===== config.mk =====
export PLATFORM = sky130hd
export DESIGN_NAME = mem_wb_bridge_flat
export DESIGN_NICKNAME = d
export VERILOG_FILES = /design/src/rtl/mem_wb_bridge_if.sv /design/src/rtl/mem_wb_bridge.sv /design/src/flat_wrapper.sv
export SDC_FILE = /design/constraint.sdc
export NUM_CORES = 1
export LEC_CHECK = 0
export CORE_MARGIN = 8
export CORE_UTILIZATION = 42
export CTS_CLUSTER_SIZE = 24
export DETAILED_ROUTE_END_ITERATION = 6
export HOLD_SLACK_MARGIN = 0.15
export PLACE_DENSITY = 0.82
export SLEW_MARGIN = 25
export SYNTH_ARGS = -nofsm -noshare
export SYNTH_HDL_FRONTEND = slang
export SYNTH_SLANG_ARGS = --single-unit

===== constraint.sdc =====
create_clock -name clk_i -period 2.8 [get_ports clk_i]
set_input_delay 0.28 -clock clk_i [delete_from_list [all_inputs] [get_ports clk_i]]
set_output_delay 0.28 -clock clk_i [all_outputs]
set_load 0.02 [all_outputs]

===== src/rtl/mem_wb_bridge_if.sv =====
// Bundles the CPU request port and the Wishbone master port of mem_wb_bridge.
// The master modport is the bridge's view; slave is the CPU plus Wishbone target.
interface mem_wb_bridge_if;
  logic        cpu_req_i;
  logic        cpu_we_i;
  logic [3:0]  cpu_sel_i;
  logic [31:0] cpu_adr_i;
  logic [31:0] cpu_dat_i;
  logic [31:0] cpu_dat_o;
  logic        cpu_ready_o;

  logic        wb_cyc_o;
  logic        wb_stb_o;
  logic        wb_we_o;
  logic [3:0]  wb_sel_o;
  logic [31:0] wb_adr_o;
  logic [31:0] wb_dat_o;
  logic [31:0] wb_dat_i;
  logic        wb_ack_i;

  logic        err_clr_i;
  logic        err_o;

  modport master (
    input  cpu_req_i, cpu_we_i, cpu_sel_i, cpu_adr_i, cpu_dat_i,
    output cpu_dat_o, cpu_ready_o,
    output wb_cyc_o, wb_stb_o, wb_we_o, wb_sel_o, wb_adr_o, wb_dat_o,
    input  wb_dat_i, wb_ack_i,
    input  err_clr_i,
    output err_o
  );

  modport slave (
    output cpu_req_i, cpu_we_i, cpu_sel_i, cpu_adr_i, cpu_dat_i,
    input  cpu_dat_o, cpu_ready_o,
    input  wb_cyc_o, wb_stb_o, wb_we_o, wb_sel_o, wb_adr_o, wb_dat_o,
    output wb_dat_i, wb_ack_i,
    output err_clr_i,
    input  err_o
  );
endinterface


===== src/rtl/mem_wb_bridge.sv =====
// Bridges a simple CPU request port onto a Wishbone master: writes are posted,
// reads wait for the ack, and a bus cycle without ack is aborted after TIMEOUT clocks.
module mem_wb_bridge #(
  parameter int unsigned TIMEOUT = 255
) (
  input logic             clk_i,
  input logic             rst_i,
  mem_wb_bridge_if.master bus
);
  localparam int unsigned      CNT_W      = ($clog2(TIMEOUT + 1) > 8) ? $clog2(TIMEOUT + 1) : 8;
  localparam logic [CNT_W-1:0] CNT_LIMIT  = CNT_W'(TIMEOUT);
  localparam logic [CNT_W-1:0] CNT_ONE    = CNT_W'(1);
  localparam logic [31:0]      ABORT_DATA = 32'hDEAD_BEEF;

  typedef enum logic [1:0] {
    IDLE = 2'd0,
    BUS  = 2'd1,
    RESP = 2'd2
  } state_t;

  state_t           state_q, state_d;
  logic [CNT_W-1:0] cnt_q, cnt_d, cnt_inc;
  logic             cyc_q, cyc_d;
  logic             we_q, we_d;
  logic [3:0]       sel_q, sel_d;
  logic [31:0]      adr_q, adr_d;
  logic [31:0]      wdat_q, wdat_d;
  logic [31:0]      rdat_q, rdat_d;
  logic             ready_q, ready_d;
  logic             err_q, err_d;

  always_ff @(posedge clk_i or negedge rst_i) begin
    if (!rst_i) begin
      state_q <= IDLE;
      cnt_q   <= '0;
      cyc_q   <= 1'b0;
      we_q    <= 1'b0;
      sel_q   <= '0;
      adr_q   <= '0;
      wdat_q  <= '0;
      rdat_q  <= '0;
      ready_q <= 1'b0;
      err_q   <= 1'b0;
    end else begin
      state_q <= state_d;
      cnt_q   <= cnt_d;
      cyc_q   <= cyc_d;
      we_q    <= we_d;
      sel_q   <= sel_d;
      adr_q   <= adr_d;
      wdat_q  <= wdat_d;
      rdat_q  <= rdat_d;
      ready_q <= ready_d;
      err_q   <= err_d;
    end
  end

  // The bus abort is OR-ed in after the clear term so a coincident timeout keeps err set.
  always_comb begin
    state_d = state_q;
    cnt_d   = cnt_q;
    cyc_d   = cyc_q;
    we_d    = we_q;
    sel_d   = sel_q;
    adr_d   = adr_q;
    wdat_d  = wdat_q;
    rdat_d  = rdat_q;
    ready_d = 1'b0;
    err_d   = err_q & ~bus.err_clr_i;
    cnt_inc = cnt_q + CNT_ONE;

    unique case (state_q)
      IDLE: begin
        if (bus.cpu_req_i) begin
          if (bus.cpu_sel_i != 4'b0000) begin
            adr_d   = bus.cpu_adr_i & 32'hFFFF_FFFC;
            sel_d   = bus.cpu_sel_i;
            wdat_d  = bus.cpu_dat_i;
            we_d    = bus.cpu_we_i;
            cyc_d   = 1'b1;
            cnt_d   = '0;
            ready_d = bus.cpu_we_i;
            state_d = BUS;
          end else begin
            rdat_d  = '0;
            state_d = RESP;
          end
        end
      end

      BUS: begin
        if (bus.wb_ack_i) begin
          cyc_d = 1'b0;
          if (we_q) begin
            state_d = IDLE;
          end else begin
            rdat_d  = bus.wb_dat_i;
            ready_d = 1'b1;
            state_d = RESP;
          end
        end else if (cnt_inc == CNT_LIMIT) begin
          cyc_d = 1'b0;
          err_d = 1'b1;
          if (we_q) begin
            state_d = IDLE;
          end else begin
            rdat_d  = ABORT_DATA;
            ready_d = 1'b1;
            state_d = RESP;
          end
        end else begin
          cnt_d = cnt_inc;
        end
      end

      // Reads arrive with the pulse already raised; a sel=0 request raises it here.
      RESP: begin
        if (ready_q) begin
          state_d = IDLE;
        end else begin
          ready_d = 1'b1;
        end
      end

      default: begin
        state_d = IDLE;
      end
    endcase
  end

  assign bus.wb_cyc_o    = cyc_q;
  assign bus.wb_stb_o    = cyc_q;
  assign bus.wb_we_o     = we_q;
  assign bus.wb_sel_o    = sel_q;
  assign bus.wb_adr_o    = adr_q;
  assign bus.wb_dat_o    = wdat_q;
  assign bus.cpu_dat_o   = rdat_q;
  assign bus.cpu_ready_o = ready_q;
  assign bus.err_o       = err_q;
endmodule


===== src/flat_wrapper.sv =====
// flat-port wrapper written by rule: the top's interface ports become plain ports
module mem_wb_bridge_flat 
#(
  parameter int unsigned TIMEOUT = 255
)
  (clk_i, rst_i, bus_cpu_req_i, bus_cpu_we_i, bus_cpu_sel_i, bus_cpu_adr_i, bus_cpu_dat_i, bus_cpu_dat_o, bus_cpu_ready_o, bus_wb_cyc_o, bus_wb_stb_o, bus_wb_we_o, bus_wb_sel_o, bus_wb_adr_o, bus_wb_dat_o, bus_wb_dat_i, bus_wb_ack_i, bus_err_clr_i, bus_err_o);
  mem_wb_bridge_if bus_i ();
  input logic clk_i;
  input logic rst_i;
  input wire logic [$bits(bus_i.cpu_req_i)-1:0] bus_cpu_req_i;
  input wire logic [$bits(bus_i.cpu_we_i)-1:0] bus_cpu_we_i;
  input wire logic [$bits(bus_i.cpu_sel_i)-1:0] bus_cpu_sel_i;
  input wire logic [$bits(bus_i.cpu_adr_i)-1:0] bus_cpu_adr_i;
  input wire logic [$bits(bus_i.cpu_dat_i)-1:0] bus_cpu_dat_i;
  output wire logic [$bits(bus_i.cpu_dat_o)-1:0] bus_cpu_dat_o;
  output wire logic [$bits(bus_i.cpu_ready_o)-1:0] bus_cpu_ready_o;
  output wire logic [$bits(bus_i.wb_cyc_o)-1:0] bus_wb_cyc_o;
  output wire logic [$bits(bus_i.wb_stb_o)-1:0] bus_wb_stb_o;
  output wire logic [$bits(bus_i.wb_we_o)-1:0] bus_wb_we_o;
  output wire logic [$bits(bus_i.wb_sel_o)-1:0] bus_wb_sel_o;
  output wire logic [$bits(bus_i.wb_adr_o)-1:0] bus_wb_adr_o;
  output wire logic [$bits(bus_i.wb_dat_o)-1:0] bus_wb_dat_o;
  input wire logic [$bits(bus_i.wb_dat_i)-1:0] bus_wb_dat_i;
  input wire logic [$bits(bus_i.wb_ack_i)-1:0] bus_wb_ack_i;
  input wire logic [$bits(bus_i.err_clr_i)-1:0] bus_err_clr_i;
  output wire logic [$bits(bus_i.err_o)-1:0] bus_err_o;
  assign bus_i.cpu_req_i = bus_cpu_req_i;
  assign bus_i.cpu_we_i = bus_cpu_we_i;
  assign bus_i.cpu_sel_i = bus_cpu_sel_i;
  assign bus_i.cpu_adr_i = bus_cpu_adr_i;
  assign bus_i.cpu_dat_i = bus_cpu_dat_i;
  assign bus_cpu_dat_o = bus_i.cpu_dat_o;
  assign bus_cpu_ready_o = bus_i.cpu_ready_o;
  assign bus_wb_cyc_o = bus_i.wb_cyc_o;
  assign bus_wb_stb_o = bus_i.wb_stb_o;
  assign bus_wb_we_o = bus_i.wb_we_o;
  assign bus_wb_sel_o = bus_i.wb_sel_o;
  assign bus_wb_adr_o = bus_i.wb_adr_o;
  assign bus_wb_dat_o = bus_i.wb_dat_o;
  assign bus_i.wb_dat_i = bus_wb_dat_i;
  assign bus_i.wb_ack_i = bus_wb_ack_i;
  assign bus_i.err_clr_i = bus_err_clr_i;
  assign bus_err_o = bus_i.err_o;
  mem_wb_bridge #(.TIMEOUT(TIMEOUT)) u_core (.clk_i(clk_i), .rst_i(rst_i), .bus(bus_i));
endmodule

---- After elaboration in Yosys (flattened, before gate mapping) ----
Index checks and enable logic that the tools add are counted.
storage, ports and cells
  output and inout bits ................... 105
  logic and storage cells ................. 66
  register bits after elaboration ......... 112
  input port bits ......................... 106
cells by class
  bitwise logic cells ..................... 2
  reductions and logical operators ........ 8
  eq/ne operators ......................... 11
  add/subtract/negate cells ............... 1
  mux-type cells .......................... 34
operators with widths
  cell                                                    count
  2-to-1 mux 32 bit                                       6
  one-hot mux 32 bit (2 select lines)                     1
  2-to-1 mux 8 bit                                        4
  one-hot mux 8 bit (2 select lines)                      1
  2-to-1 mux 1 bit                                        13
  2-to-1 mux 2 bit                                        6
  inequality test 2 bit (second input constant)           5
  AND reduction 5 bit                                     2
  adder 8 x 1 -> 8 bit (second input constant)            1
  == test 8 bit (second input constant)                   1
  one-hot mux 2 bit (3 select lines)                      1
  AND reduction 3 bit                                     2
  inequality test 2 x 1 -> 1 bit (second input constant)  2
  AND reduction 4 bit                                     1
  nonzero test 4 bit                                      1
  inequality test 3 x 2 -> 1 bit (second input constant)  1
  one-hot mux 1 bit (3 select lines)                      1
  == test 2 x 1 -> 1 bit (second input constant)          1
  == test 2 bit (second input constant)                   1
  logical NOT 2 bit                                       1
  one-hot mux 1 bit (2 select lines)                      1
  nonzero test 2 bit                                      1
  AND 1 bit                                               1
  inverter 1 bit                                          1

---- Depth between registers and ports, before layout ----
Gate-level depths: netlist of the first run.
  depth in word-level cells ............... 5
  depth in mapped cells ................... 9
  depth with buffers taken out ............ 7

---- Least setup slack after synthesis of the first run ----
No wires, ideal clock.
  kind .................................... reg-to-reg
  from .................................... register u_core.cnt_q[1]
  to ...................................... register u_core.rdat_q[10], in the netlist u_core.bus.cpu_dat_o[10]
  clock period less this slack ............ 2032 ps
  data required time ...................... 2679 ps
  path buffers ............................ 1
  data arrival time ....................... 1911 ps
  cell stages (with the launch flop) ...... 9
  path slack .............................. 768 ps
  library setup time ...................... 121 ps
  cell sequence ........................... dfrtp_1 -> ha_1 -> a21oi_1 -> mux2_2 -> a21o_1 -> a31oi_2 -> nor3_4 -> buf_4 -> a22o_1
on the way
  word-level cells in the longest chain between the ends .. 4
RTL lines
  what                                      line                  RTL
  start: declaration                        mem_wb_bridge.sv:22   logic [CNT_W-1:0] cnt_q, cnt_d, cnt_inc;
  start signal: assignment                  mem_wb_bridge.sv:46   cnt_q <= cnt_d;
  adder 8 x 1 -> 8 bit                      mem_wb_bridge.sv:70   cnt_inc = cnt_q + CNT_ONE;
  == test 8 bit                             mem_wb_bridge.sv:101  end else if (cnt_inc == CNT_LIMIT) begin
  inequality test 3 x 2 -> 1 bit (no line)  n/a
  AND reduction 5 bit (no line)             n/a
  end signal: assignment                    mem_wb_bridge.sv:52   rdat_q <= rdat_d;
  end: declaration                          mem_wb_bridge.sv:28   logic [31:0] rdat_q, rdat_d;
No other way between the ends.
A chain may end at the register's enable or synchronous reset.

---- Worst setup path in the final report of the first run ----
  from .................................... register u_core.cnt_q[1]
  to ...................................... register u_core.rdat_q[6], in the netlist u_core.bus.cpu_dat_o[6]
Same word-level chain as after synthesis.

==> metrics.md, run 1 <==
| Metric | Value |
|---|---|
| Status | completed |
| Hold Violations, Final | 0 |
| Fin crit share | 0.8995 |
| Pwr per Cell Area | approximately 1200 nW/µm² |
| Layout cells sized above 1 | 0.1832 |
| IO buf count | 206 |
| Seq/Total Area, Yosys | 0.6010 |
| Die height | 121.4 µm |
| Die ar. | 14,730 µm² |
| Switching power | between 3 and 4 mW |
| Total CTS buffers | 9 |
| Gpl congestion | 0.7993 |
| Initial Util | 0.4302 |
| Clk slew on worst S/H paths | 120 ps |
| Crit path capture | u_core.bus.cpu_dat_o[6] |
| Commonest non-fill, non-tap cell in the layout | clkdlybuf4s50_1 |
| First-pass GRT wire length | between 15 and 20 mm |
| Final #Nets | 649 |
| CP max-delay cell | nor3_2 |
| Drt pass-1 iters | 4 |
| CP startpoint | u_core.cnt_q[1] |
| Cell count after synthesis | about 340 |
| Slew HR | 0.4136 |
| Fill cells | 838 |
| Internal power | between 5 and 6 mW |
| Met3 wire len | 1.268 mm |
| Reg-to-reg slack, setup | 280 ps |
| Layout area overhead | 51.76% |
| Grt total ovfl | 0 |
| Post-Syn Area per Cell | approximately 14 µm² |
| Vias in the first global route | 3,770 |
| Leak Pwr | 2.944 nW |
| Max cap viols | 0 |
| Vias/cell | 5.087 |
| # rows | 38 |
| Worst hold-check path type | input port to async pin |
| Worst R2R Start | u_core.cnt_q[1] |
| Synth warn | 0 |
| DR iter-0 viols | 185 |
| Final Max Slew Viols | 0 |
| Combinational power share | 0.541 |
| Achievable frequency | 397.1 MHz |
| Kind of critical path | register to register |
| Final Cell Area | 7077 µm² |
| Crit start category | register |
| Netlist cell types | between 40 and 50 |
| Power share of the sequential group | 0.341 |
| Synthesized area | 4663 µm² |
| I/O pin total | 211 |
| Worst IR Drop VDD | about 0.00059 V |
| Clock Power Share | 0.118 |
| DR top layer | met4 |
| DP Wirelength | approximately 9.4 mm |
| Most frequent cells in the layout | clkdlybuf4s50_1, dfrtp_1, mux2_2, a22o_1, nand2b_1 |
| Worst r2r dst | u_core.bus.cpu_dat_o[6] |
| CP Max Fanout | 12 |
| DP Area | 6825 µm² |
| Synth Register Bits | 112 |
| Die X | roughly 120 µm |
| Number of synthesized flops with an enable pin | 0 |
| Final setup vio count | 0 |
| CTS H-tree lvls | 3 |
| Num Clock Sinks | 112 |
| Routed via count | 3,490 |
| Met2 wire len | 6.590 mm |
| Crit path largest cell delay | 760 ps |
| Initial antenna violation count | 0 |
| WL/cell | 18.64 µm |
| CTS tree | done |
| Clk Latency, worst-skew pair | 370 ps |
| DRT antenna net count | 0 |
| Setup crit end kind | register |
| ANT cells | 0 |
| Largest net degree at the start of global routing | 72 |
| Setup TNS | 0 ps |
| Resized cells post-CTS | 0 |
| Switching Fraction | 0.3744 |
| Fin crit period | 2519 ps |
| Async set-or-reset flop fraction in the synthesized netlist | 1.000 |
| Area of the core | 10,840 µm² |
| Root Driver | clkbuf_8 |
| Final WL | around 13 mm |
| RSZ-0062 raised after global routing | false |
| Crit-path cells | ha_1, nand4_1, xor2_1, nor2_1, a31oi_2, nor3_2, a22o_1 |
| Top FF cell, synth | dfrtp_1 |
| Remaining DRCs | 0 |
| Worst Tran Pin Value | a little under 900 ps |
| CP Data Arrival Time | approximately 2800 ps |
| Worst R2R Path Depth | 7 |
| WL met1 | 4.709 mm |
| Overall Global Routing Usage | 0.1706 |
| Clock tree buffer depth | 2 |
| Req. time, crit path | between 3000 and 4000 ps |
| Setup Skew | around 14 ps |
| Post-CTS setup buffer count | 0 |
[critical path, delay by kind of cell (launching register included)]
family	cells	cell delay, ps
flops	1	450
compound gates	2	430
xor+xnor	1	160
simple gates	3	1100
fa+ha+maj	1	330
[how the worst min path moves through the flow]
stage                       start                  endpoint  slack [ps]  cells past startpoint
floorplan                   rst_i   u_core.bus.cpu_dat_o[0]         -20                      0
global placement            rst_i   u_core.bus.wb_adr_o[17]         450                      1
detailed placement          rst_i   u_core.bus.wb_adr_o[17]         470                      1
CTS                 bus_err_clr_i          u_core.bus.err_o         440                      2
global route                rst_i  u_core.bus.cpu_dat_o[11]         320                      2
finish                      rst_i  u_core.bus.cpu_dat_o[11]         310                      2
[synth_stat cells, types with 2 or more instances]
master,instances,area (µm²)
a21oi_1,6,30.03
a22o_1,32,280.3
and3_1,3,18.77
buf_1,2,7.510
buf_2,7,35.03
buf_4,6,45.04
buf_6,5,56.30
clkbuf_1,4,15.01
dfrtp_1,112,2803
ha_1,2,25.02
inv_1,4,15.01
mux2_2,60,675.7
mux2_4,7,105.1
nand2_1,7,26.28
nand2b_1,25,156.4
nand3_1,8,40.04
nand4_1,2,12.51
nor2_1,6,22.52
nor2b_1,4,25.02
nor3_1,2,10.01
o211ai_1,3,22.52
o21ai_0,6,30.03
o32ai_1,2,17.52
or2_1,2,12.51
or4_1,2,15.01
[through the flow]
| step | cells | setup WS, ps | hold slack [ps] | utilization | power (mW) |
|---|---|---|---|---|---|
| after CTS | 684 | 257.0 | 441.2 | 0.6494 | 8.396 |
| after detailed placement | 667 | 250.6 | 471.7 | 0.6296 | 7.385 |
| after global routing | 686 | 121.5 | 318.1 | 0.6528 | 8.745 |
| after floorplan | 338 | 768.5 | -15.59 | - | 5.344 |
| final | 686 | 281.4 | 314.3 | 0.6528 | 8.296 |
| after global placement | 667 | 305.6 | 450.6 | 0.6296 | 7.260 |
[sequential cells by signal (all words and copies together) (netlist names)]
name and flops:
u_core.bus.wb_sel_o 4, u_core.bus.cpu_ready_o 1, u_core.state_q 2, u_core.cnt_q 8
u_core.bus.wb_cyc_o 1, u_core.bus.wb_we_o 1, u_core.bus.cpu_dat_o 32, u_core.bus.wb_dat_o 32
u_core.bus.err_o 1, u_core.bus.wb_adr_o 30
[repair_timing]
item / 4_1_cts / 5_1_grt
setup endpoints to repair: 0 / 2
endpoints found under the hold margin: 70 / 0
hold buffers: 1 / 0
[power by group through the flow]
stage               combinational [mW]  sequential [mW]  clock (mW)
CTS                               4.54             2.84        1.02
detailed placement                4.52             2.86           0
global placement                  4.44             2.82           0
global route                      4.73             2.94        1.08
floorplan                         1.62             3.72           0
finish                            4.49             2.83       0.980
[cell type report]
| type | count | area, µm² | share of cell area |
|---|---|---|---|
| Timing Repair Buffer | 215 | 2175 | 0.3073 |
| Multi-Input combinational cell | 199 | 1705 | 0.2410 |
| Clock buffer | 9 | 123.9 | 0.01750 |
| Inverter | 4 | 15.01 | 0.002122 |
| Sequential cell | 112 | 2803 | 0.3960 |
| Tap cell | 140 | 175.2 | 0.02475 |
| Clock inverter | 7 | 80.08 | 0.01132 |
[cells by family after synthesis]
| family | count (synthesis) | share of synthesized area |
|---|---|---|
| compound gates | 59 | 0.1006 |
| xor+xnor | 2 | 0.003757 |
| fa+ha+maj | 2 | 0.005365 |
| buf+inv | 28 | 0.03729 |
| flops | 112 | 0.6010 |
| mux | 67 | 0.1674 |
| other cells | 1 | 0.0008042 |
| simple gates | 66 | 0.08371 |
[per-layer routing]
metal,GRT usage,vias up
li1,-,1611
met1,0.1846,1724
met3,0.07957,16
met5,0,-
met4,0.05474,0
met2,0.2899,139
Note: power is estimated with default switching activity, not from simulation.
==> inputs of run 2 (changes only) <==
ABC_CLOCK_PERIOD_IN_PS = 2800   (was unset)
CORE_MARGIN = unset   (was 8)
==> metrics.md, run 2 (same netlist as run 1, synthesis figures left out) <==
| Metric | Value |
|---|---|
| Layout cells sized above 1 | 0.1786 (-0.004513) |
| CTS H-tree lvls | 3 (unchanged) |
| Worst IR Drop VDD | 0.0006831 V (+15%) |
| DP Wirelength | 8.320 mm (-12%) |
| Layout area overhead | 51.65% (about the same) |
| Drt pass-1 iters | 4 (unchanged) |
| Grt total ovfl | 0 (unchanged) |
| CTS tree | done |
| Num Clock Sinks | 112 (unchanged) |
| # rows | 38 (unchanged) |
| Achievable frequency | 389.4 MHz (-1.9%) |
| Initial antenna violation count | 0 (unchanged) |
| Worst Tran Pin Value | 973.8 ps (+98.97 ps) |
| Slew HR | 0.3487 (-0.06491) |
| Setup Skew | 11.13 ps (-2.683 ps) |
| Crit start category | register |
| Final Max Slew Viols | 0 (unchanged) |
| Commonest non-fill, non-tap cell in the layout | clkdlybuf4s50_1 |
| Gpl congestion | 0.7629 (-4.6%) |
| Root Driver | clkbuf_8 |
| Most frequent cells in the layout | clkdlybuf4s50_1, dfrtp_1, mux2_2, a22o_1, nand2b_1 |
| Clock Power Share | 0.137 (+0.019) |
| Final #Nets | 646 (-0.46%) |
| Initial Util | 0.4302 (unchanged) |
| First-pass GRT wire length | 18.44 mm (-7.6%) |
| Clk slew on worst S/H paths | 100 ps (-20 ps) |
| Fin crit share | 0.9172 (+0.01772) |
| Area of the core | 10,840 µm² (unchanged) |
| Routed via count | 3,464 (-0.74%) |
| Clock tree buffer depth | 2 (unchanged) |
| Vias in the first global route | 3,677 (-2.5%) |
| CP startpoint | u_core.cnt_q[1] |
| Worst hold-check path type | input port to register |
| RSZ-0062 raised after global routing | false |
| Setup ws final | 231.8 ps (-49.60 ps) |
| ANT cells | 0 (unchanged) |
| Vias/cell | 5.072 (-0.31%) |
| Req. time, crit path | 3110 ps (about the same) |
| Hold Violations, Final | 0 (unchanged) |
| Power share of the sequential group | 0.337 (-0.004) |
| Pre-CTS WS | 262.1 ps (+11.51 ps) |
| I/O pin total | 211 (unchanged) |
| Total CTS buffers | 9 (unchanged) |
| Largest net degree at the start of global routing | 70 (-2.8%) |
| DR iter-0 viols | 181 (-2.2%) |
| Worst hold path startpoint | bus_err_clr_i |
| Status | completed |
| Resized cells post-CTS | 0 (unchanged) |
| Setup crit end kind | register |
| Switching Fraction | 0.3631 (-0.01138) |
| Internal power | 5.360 mW (+3.3%) |
| Pwr per Cell Area | 1190 nW/µm² (+1.5%) |
| Leak Pwr | 2.947 nW (+0.12%) |
| Setup TNS | 0 ps (unchanged) |
| CP Data Arrival Time | 2880 ps (+50 ps) |
| Worst R2R Start | u_core.cnt_q[1] |
| Combinational power share | 0.526 (-0.015) |
| Fin crit period | 2568 ps (+49.60 ps) |
| IO buf count | 206 (unchanged) |
| Remaining DRCs | 0 (unchanged) |
| Max cap viols | 0 (unchanged) |
| Final setup vio count | 0 (unchanged) |
| Switching power | 3.055 mW (-1.7%) |
| DRT antenna net count | 0 (unchanged) |
| CP Max Fanout | 25 (+13) |
| Overall Global Routing Usage | 0.2061 (+0.03544) |
| WL/cell | 16.67 µm (-11%) |
| Clk Latency, worst-skew pair | 370 ps (about the same) |
| Die X | 107.4 µm (-12%) |
| Die height | 107.4 µm (-12%) |
| Final WL | 11.39 mm (-11%) |
| Kind of critical path | register to register |
| Die ar. | 11,530 µm² (-22%) |
## run 2: worst paths after layout
path                            cells after the start  slack [ps]                       to
worst min-delay path                                2         450         u_core.bus.err_o
worst max register to register                      7         230  u_core.bus.cpu_dat_o[3]
min in group asynchronous                           2         500  u_core.bus.wb_dat_o[14]
max in group asynchronous                           3        1530  u_core.bus.wb_dat_o[23]
worst min register to register                      1         490          u_core.cnt_q[7]
worst max-delay path                                7         230  u_core.bus.cpu_dat_o[3]
## run 2: what timing repair did
action                                 CTS  global route
endpoints found under the hold margin   56             0
setup buffers                            0             0
hold buffers                             1             0
## run 2: area by class of cell
class	count	area, µm²
inverters	4	15.01
repair buffers	213	2140
flip-flops and latches	112	2803
clock buffers	9	123.9
well taps	140	175.2
multi-input cells	198	1695
fillers	853	3769
clock inverters	7	120.1
## run 2: routing by layer
layer	global-route usage	wire, µm	up-vias
li1	-	-	1603
met2	0.3613	5988	119
met4	0.06262	199	0
met1	0.2340	4317	1725
met3	0.07446	883	17
met5	0	0	-
## run 2: critical path, stage by stage, from the launching register on
cell and delay (ps):
dfrtp_1 440, ha_1 330, nand4_1 140, xor2_1 160, nor2_1 180, a31oi_2 170
nor3_4 820, a22o_1 270
## run 2: through the flow
stage	total power, mW	utilization	hold WS, ps	area [µm²]	instances
2_1_floorplan	5.344	-	-15.59	4667	338
3_3_place_gp	7.187	0.6289	378.4	6818	666
3_5_place_dp	7.335	0.6289	388.9	6818	666
4_1_cts	8.515	0.6524	436.4	7072	683
5_1_grt	8.868	0.6524	462.7	7072	683
6_report	8.415	0.6524	450.1	7072	683
## run 2: power groups by stage
stage	logic [mW]	clock network, mW	registers (mW)
2_1_floorplan	1.62	0	3.72
3_3_place_gp	4.37	0	2.82
3_5_place_dp	4.46	0	2.87
4_1_cts	4.49	1.19	2.84
5_1_grt	4.68	1.25	2.93
6_report	4.43	1.15	2.83
